===== config.mk =====
export PLATFORM = sky130hd
export DESIGN_NAME = vreg_change_monitor
export DESIGN_NICKNAME = d
export VERILOG_FILES = /design/src/rtl/vreg_change_monitor.sv
export SDC_FILE = /design/constraint.sdc
export NUM_CORES = 1
export LEC_CHECK = 0
export BUFFER_PORTS_ARGS = -buffer_cell sky130_fd_sc_hd__buf_2
export CAP_MARGIN = 15
export CORE_MARGIN = 2
export CORE_UTILIZATION = 60
export DETAILED_ROUTE_END_ITERATION = 7
export PLACE_DENSITY_LB_ADDON = 0.15
export SYNTH_ARGS = -nofsm -noshare
export SYNTH_HDL_FRONTEND = slang
export SYNTH_SLANG_ARGS = --single-unit

===== constraint.sdc =====
create_clock -name clk -period 4.4 [get_ports clk]
set_input_delay 0.66 -clock clk [delete_from_list [all_inputs] [get_ports clk]]
set_output_delay 0.66 -clock clk [all_outputs]
set_load 0.01 [all_outputs]

===== src/rtl/vreg_change_monitor.sv =====
// Purpose:      per-channel register change monitor; each value change becomes a timestamped event record.
// Latency:      change in cycle t -> ev_valid in cycle t+2 (grant in t+1), one record per cycle sustained.
// Backpressure: ev_ready low stalls the FIFO; a full FIFO holds one pending record per channel, later changes coalesce (ev_lost/overflow).
//
// Ports:
//   clk, reset            single clock, synchronous active-high reset
//   ch_value, ch_enable   NUM_CH packed channel values (channel c at [c*WIDTH +: WIDTH]) and per-channel enables
//   ev_valid/ev_ready     event stream handshake; ev_channel/ev_value/ev_time/ev_lost describe the head record
//   count                 FIFO occupancy
//   overflow              sticky coalesce flag, cleared by clear_overflow (a new coalesce wins)

// Purpose:      generic synchronous FIFO, head read straight from storage.
// Latency:      a push is visible at the head the cycle after the push edge.
// Backpressure: push and pop may coincide at any occupancy; push is dropped only when full without a pop.
module vreg_fifo #(
    parameter int DATA_W = 8,
    parameter int DEPTH  = 16
) (
    input  logic                       clk,
    input  logic                       reset,
    input  logic                       push_vld,
    input  logic [DATA_W-1:0]          push_dat,
    input  logic                       pop_vld,
    output logic                       head_vld,
    output logic [DATA_W-1:0]          head_dat,
    output logic [$clog2(DEPTH):0]     count,
    output logic                       full
);
    localparam int AW    = $clog2(DEPTH);
    localparam int CNT_W = AW + 1;

    logic [DATA_W-1:0] mem [DEPTH];
    logic [AW-1:0]     wr_ptr;
    logic [AW-1:0]     rd_ptr;
    logic [CNT_W-1:0]  count_q;
    logic              push_ok;
    logic              pop_ok;

    assign full     = (count_q == CNT_W'(DEPTH));
    assign head_vld = (count_q != '0);
    assign pop_ok   = pop_vld && head_vld;
    assign push_ok  = push_vld && (!full || pop_ok);
    assign count    = count_q;
    // Head reads as zero while empty so the record fields are clean out of reset.
    assign head_dat = head_vld ? mem[rd_ptr] : '0;

    always_ff @(posedge clk) begin
        if (push_ok) begin
            mem[wr_ptr] <= push_dat;
        end
    end

    always_ff @(posedge clk) begin
        if (reset) begin
            wr_ptr  <= '0;
            rd_ptr  <= '0;
            count_q <= '0;
        end else begin
            if (push_ok) begin
                wr_ptr <= wr_ptr + 1'b1;
            end
            if (pop_ok) begin
                rd_ptr <= rd_ptr + 1'b1;
            end
            case ({push_ok, pop_ok})
                2'b10:   count_q <= count_q + 1'b1;
                2'b01:   count_q <= count_q - 1'b1;
                default: count_q <= count_q;
            endcase
        end
    end
endmodule

module vreg_change_monitor #(
    parameter int NUM_CH   = 4,
    parameter int WIDTH    = 8,
    parameter int DEPTH    = 16,
    parameter int TS_WIDTH = 16
) (
    input  logic                                        clk,
    input  logic                                        reset,
    input  logic [NUM_CH*WIDTH-1:0]                     ch_value,
    input  logic [NUM_CH-1:0]                           ch_enable,
    output logic                                        ev_valid,
    input  logic                                        ev_ready,
    output logic [((NUM_CH > 1) ? $clog2(NUM_CH) : 1)-1:0] ev_channel,
    output logic [WIDTH-1:0]                            ev_value,
    output logic [TS_WIDTH-1:0]                         ev_time,
    output logic                                        ev_lost,
    output logic [$clog2(DEPTH):0]                      count,
    output logic                                        overflow,
    input  logic                                        clear_overflow
);
    localparam int CH_W = (NUM_CH > 1) ? $clog2(NUM_CH) : 1;

    typedef struct packed {
        logic [CH_W-1:0]     ch;
        logic [WIDTH-1:0]    val;
        logic [TS_WIDTH-1:0] ts;
        logic                lost;
    } ev_rec_t;

    localparam int REC_W = $bits(ev_rec_t);

    typedef enum logic {
        ST_ARM = 1'b0,
        ST_RUN = 1'b1
    } state_t;

    state_t                  state_q;
    state_t                  state_d;
    logic                    run;
    logic [TS_WIDTH-1:0]     ts_q;
    logic [NUM_CH*WIDTH-1:0] shadow_q;

    logic [NUM_CH-1:0]       pend_q;
    logic [NUM_CH-1:0]       plost_q;
    logic [WIDTH-1:0]        pval_q  [NUM_CH];
    logic [TS_WIDTH-1:0]     ptime_q [NUM_CH];
    logic [CH_W-1:0]         rr_last_q;
    logic                    overflow_q;

    logic [NUM_CH-1:0]       chg;
    logic [NUM_CH-1:0]       coal;
    logic [NUM_CH-1:0]       grant_oh;
    logic                    grant_vld;
    logic [CH_W-1:0]         grant_idx;

    logic                    fifo_full;
    logic                    pop_vld;
    logic                    can_push;
    ev_rec_t                 push_rec;
    logic [REC_W-1:0]        head_dat;
    ev_rec_t                 head_rec;

    // ARM is a single settling cycle that captures the shadow without reporting.
    always_ff @(posedge clk) begin
        if (reset) begin
            state_q <= ST_ARM;
        end else begin
            state_q <= state_d;
        end
    end

    always_comb begin
        state_d = state_q;
        run     = 1'b0;
        case (state_q)
            ST_ARM: state_d = ST_RUN;
            ST_RUN: run     = 1'b1;
            default: state_d = ST_ARM;
        endcase
    end

    // Free-running timestamp; the value during cycle t is t counted from the ARM cycle.
    always_ff @(posedge clk) begin
        if (reset) begin
            ts_q <= '0;
        end else begin
            ts_q <= ts_q + 1'b1;
        end
    end

    // Shadow follows the inputs unconditionally so disabled channels never report stale deltas later.
    always_ff @(posedge clk) begin
        if (reset) begin
            shadow_q <= '0;
        end else begin
            shadow_q <= ch_value;
        end
    end

    assign pop_vld  = ev_valid && ev_ready;
    assign can_push = !fifo_full || pop_vld;

    // Round-robin search starting one past the last granted channel.
    always_comb begin
        int j;
        grant_vld = 1'b0;
        grant_idx = '0;
        grant_oh  = '0;
        for (int i = 0; i < NUM_CH; i++) begin
            j = int'(rr_last_q) + 1 + i;
            if (j >= NUM_CH) begin
                j = j - NUM_CH;
            end
            if (!grant_vld && can_push && pend_q[j]) begin
                grant_vld   = 1'b1;
                grant_idx   = CH_W'(j);
                grant_oh[j] = 1'b1;
            end
        end
    end

    // A change overwriting a pending record that is not leaving this cycle is a coalesce.
    always_comb begin
        chg  = '0;
        coal = '0;
        for (int c = 0; c < NUM_CH; c++) begin
            chg[c]  = run && ch_enable[c] &&
                      (ch_value[c*WIDTH +: WIDTH] != shadow_q[c*WIDTH +: WIDTH]);
            coal[c] = chg[c] && pend_q[c] && !grant_oh[c];
        end
    end

    always_ff @(posedge clk) begin
        if (reset) begin
            pend_q     <= '0;
            plost_q    <= '0;
            rr_last_q  <= CH_W'(NUM_CH - 1);
            overflow_q <= 1'b0;
            for (int c = 0; c < NUM_CH; c++) begin
                pval_q[c]  <= '0;
                ptime_q[c] <= '0;
            end
        end else begin
            for (int c = 0; c < NUM_CH; c++) begin
                if (chg[c]) begin
                    pend_q[c]  <= 1'b1;
                    pval_q[c]  <= ch_value[c*WIDTH +: WIDTH];
                    ptime_q[c] <= ts_q;
                    plost_q[c] <= coal[c];
                end else if (grant_oh[c]) begin
                    pend_q[c] <= 1'b0;
                end
            end
            if (grant_vld) begin
                rr_last_q <= grant_idx;
            end
            if (|coal) begin
                overflow_q <= 1'b1;
            end else if (clear_overflow) begin
                overflow_q <= 1'b0;
            end
        end
    end

    always_comb begin
        push_rec.ch   = grant_idx;
        push_rec.val  = pval_q[grant_idx];
        push_rec.ts   = ptime_q[grant_idx];
        push_rec.lost = plost_q[grant_idx];
    end

    vreg_fifo #(
        .DATA_W (REC_W),
        .DEPTH  (DEPTH)
    ) u_fifo (
        .clk      (clk),
        .reset    (reset),
        .push_vld (grant_vld),
        .push_dat (push_rec),
        .pop_vld  (pop_vld),
        .head_vld (ev_valid),
        .head_dat (head_dat),
        .count    (count),
        .full     (fifo_full)
    );

    assign head_rec   = head_dat;
    assign ev_channel = head_rec.ch;
    assign ev_value   = head_rec.val;
    assign ev_time    = head_rec.ts;
    assign ev_lost    = head_rec.lost;
    assign overflow   = overflow_q;
endmodule


==> results.yml <==
grt:
  globalRoute.totalOverflow: 0
  grt-busiest-layer: "met2"
  grt_first_pass_wirelength_um: 78690
  antenna_found_initial: 0
  all_layer_global_routing_usage_pct: 25.66
  grt.met1_usage_pct: 35.53
  via_count_of_the_first_global_routing_pass: 12790
  met2_grt_util_pct: 42.89
  grt_use_met3_pct: 4.260
  grt_max_degree: 52
yosys:
  syn-cell-area_mm2: 0.02433
  synth_edf_count: 528
  synthesis.yosys.warnings: 0
  ys_seq_elements: 605
  ys.flop_type: "sky130_fd_sc_hd__edfxtp_1"
  synth-xor-area-share_pct: 2.016
  synthSimpleGateAreaFrac_pct: 8.974
  synth_compound_area_share_pct: 2.309
  yosysSeqAreaShare_pct: 71.51
  combinational_family_with_the_most_area_after_synthesis: "multiplexers"
  syn-instance-count: 1405
  syn-num-nets: 1462
  syn-mean-instance-area_um2: 17.32
  most_numerous_cell_in_the_yosys_netlist: "sky130_fd_sc_hd__edfxtp_1"
  multiplexer_share_of_the_synthesized_area_pct: 12.67
  post_synth_num_cell_types: 55
  synthArstFlopShare_pct: 0
  synth.top_cells.by_area: "sky130_fd_sc_hd__edfxtp_1 (65%), sky130_fd_sc_hd__mux4_2 (13%), sky130_fd_sc_hd__dfxtp_1 (6.3%)"
  synth-adder-area-share_pct: 0.8743
  netlist.top_cell.by_area: "sky130_fd_sc_hd__edfxtp_1"
  synth_top_area_share_pct: 65.17
  synth_top_cells_by_count: "sky130_fd_sc_hd__edfxtp_1 (528), sky130_fd_sc_hd__mux4_2 (136), sky130_fd_sc_hd__nand2_1 (125)"
clock_tree:
  post-cts-setup-buffer-count: 0
  cts_max_level: 2
  cts-resized-gates: 0
  ctsHoldBuffers: 0
  tritoncts: "done"
  clock_insertion_delay_worst_skew_ns: 0.61
  clock_pin_slew_of_the_registers_on_the_worst_case_setup_and_hold_paths_ns: 0.06
  root_buffer: "sky130_fd_sc_hd__clkbuf_16"
  numCtsBuffers: 56
  cts_buffer_depth: 3
  numClockSinks: 605
hold_path:
  worst_hold_path.endpoint: "shadow_q[9]"
  holdPathStages: 2
  holdCritStartpoint: "ch_value[9]"
  min_path_type: "input port to register"
power_and_ir_drop:
  total_power_mw: 15.48
  p_comb_share_pct: 23.8
  power.switching_mw: 4.273
  leakagePower_nw: 9.248
  cell_internal_power_mw: 11.20
  swShare_pct: 27.61
  ir_drop_uv: 350.7
  power_per_cell_area_mw_per_mm2: 568.4
  power.share.clock_pct: 29.3
  share_seq_of_total_power_pct: 46.9
sta:
  min_period_over_period_pct: 82.54
  setup_tns_ns: 0
  pins_over_their_slew_limit: 0
  number_of_hold_violations_in_the_final_report: 0
  final_period_minus_worst_setup_slack_ns: 3.632
  clock_skew_ns: 0.01537
  timing.final.ws_setup_ns: 0.7681
  tightestPinTransition_ns: 1.090
  setup_viol: 0
  rsz_0062_raised_after_global_routing: "false"
  max_freq_mhz: 275.3
  relSlewSlack_pct: 27.34
place:
  input_output_buffers: 73
  globalplace.congestion: 0.8524
  pre_cts_ws_ns: 0.8423
  place.detailed.hpwl_um: 28200
detailed_routing:
  postRouteWirelength_um: 51840
  drtIter0Drc: 1105
  drt_pre_antenna_iters: 5
  detail-route-antenna-nets: 0
  routed_wire_length_per_instance_um: 24.92
  route.detailed.vias_per_inst: 6.094
  post-route-drc-count: 0
  via_count: 12680
worst_setup_path:
  critPathMaxStageDelay_ns: 0.62
  crit_path_start_kind: "register"
  critPathKind: "register to output pin"
  cp_data_arrival_time_ns: 2.97
  critical_path_peak_fanout: 31
  reg2reg_setup_slack_ns: 0.79
  worstPathCellList: "buf_12 -> mux4_2 -> mux4_2 -> and2_1 -> buf_2"
  most_frequent_cp_cell: "sky130_fd_sc_hd__mux4_2"
  reg2regPathDepth: 9
  r2r_end: "u_fifo.mem[13][7]"
  timing.rr.start: "rr_last_q[0]"
  timing.critical_path.buf_inv: 2
  timing.critical_path.slowest_stage_cell: "sky130_fd_sc_hd__dfxtp_4"
  critical_path_required_ns: 3.74
  critical_path_endpoint_category: "output pin"
  cp_top_family: "multiplexers"
cells_and_area:
  nNetsFinal: 1564
  num-fill-cells: 2612
  area_delta_synth_final_pct: 11.92
  drive_gt1_share_pct: 23.47
  antenna-diode-count: 0
die:
  rows: 73
  die_width_um: 205.4
  floorplan.die_area_mm2: 0.04217
  die_h_um: 205.4
  design.core.area_mm2: 0.03991
  start_util_pct: 60.95
  ioPinCount: 74
job:
  max_cap_viol_count: 0
run_status:
  run_status: "finished, final reports clean"
==> worst register-to-register path, stage by stage (launching register included) <==
cell and delay, ns:
sky130_fd_sc_hd__dfxtp_1 0.62, sky130_fd_sc_hd__inv_1 0.28, sky130_fd_sc_hd__ha_1 0.56, sky130_fd_sc_hd__nand3_1 0.13
sky130_fd_sc_hd__a21oi_1 0.16, sky130_fd_sc_hd__a211o_2 0.13, sky130_fd_sc_hd__clkinv_1 0.64, sky130_fd_sc_hd__buf_4 0.47
sky130_fd_sc_hd__a31oi_1 0.22, sky130_fd_sc_hd__buf_4 0.24
==> power by group through the flow <==
stage               Sequential (mW)  Combinational (mW)  Clock (mW)
floorplan                      7.26                2.51           0
global placement               7.37                3.65           0
detailed placement             7.39                3.72           0
CTS                            7.27                3.74        4.58
global route                   7.31                4.00        4.79
finish                         7.26                3.68        4.53
==> layout by cell type (no fill, tap or decap), types with 25 or more instances in the layout <==
cell	n
sky130_fd_sc_hd__and3_1	53
sky130_fd_sc_hd__nand2_1	125
sky130_fd_sc_hd__xor2_1	26
sky130_fd_sc_hd__dfxtp_1	73
sky130_fd_sc_hd__and2_1	97
sky130_fd_sc_hd__buf_2	73
sky130_fd_sc_hd__nor2b_1	39
sky130_fd_sc_hd__buf_4	44
sky130_fd_sc_hd__a31oi_1	25
sky130_fd_sc_hd__nor2_1	38
sky130_fd_sc_hd__clkbuf_16	58
sky130_fd_sc_hd__xnor2_1	30
sky130_fd_sc_hd__mux4_2	136
sky130_fd_sc_hd__edfxtp_1	528
==> cell families (layout without fill, tap and decap cells) <==
family          Yosys count  after routing
flops                   605            605
simple gates            411            411
mux                     138            138
buf+inv                  94            244
compound gates           84             84
xor+xnor                 56             56
fa+ha+maj                17             17
==> sequential cells by signal (all words and copies together), names as in the netlist, 5 cells and up, named ones only <==
name          flops
ts_q             16
shadow_q         32
u_fifo.count      5
ptime_q          64
pval_q           32
u_fifo.mem      432
==> metal layers <==
metal,share of wire [%],vias up
met5,0,-
met4,2.3,0
met2,51,540
met1,39,6417
met3,7.6,89
li1,-,5629
==> through the flow <==
stage	hold slack (ns)	cell area (um2)	utilization, %	std cells
2_1_floorplan	0.4262	24330	-	1405
3_3_place_gp	0.4756	25510	63.91	1974
3_5_place_dp	0.4796	25510	63.91	1974
4_1_cts	0.2856	27230	68.22	2080
5_1_grt	0.2949	27230	68.22	2080
6_report	0.3098	27230	68.22	2080
==> layout make-up <==
type                            instances  area, um2  area share [%]
Tap cell                              525      656.9           2.412
Sequential cell                       605      17410           63.93
Inverter                               14      52.55          0.1930
Multi-Input combinational cell        706       6556           24.08
Clock inverter                         32      178.9          0.6571
Timing Repair Buffer                  124      835.8           3.070
Clock buffer                           74       1541           5.661
==> worst max-delay path by stage <==
stage            startpoint               end  depth (start not counted)
2_1_floorplan  rr_last_q[0]  u_fifo.mem[0][0]                         12
3_3_place_gp   rr_last_q[0]  u_fifo.mem[0][7]                          9
3_5_place_dp   rr_last_q[0]  u_fifo.mem[2][7]                          9
4_1_cts            register       ev_value[6]                          5
5_1_grt        rr_last_q[0]  u_fifo.mem[4][7]                          9
6_report           register        ev_time[5]                          5
Power figures use the tool's default switching activity.
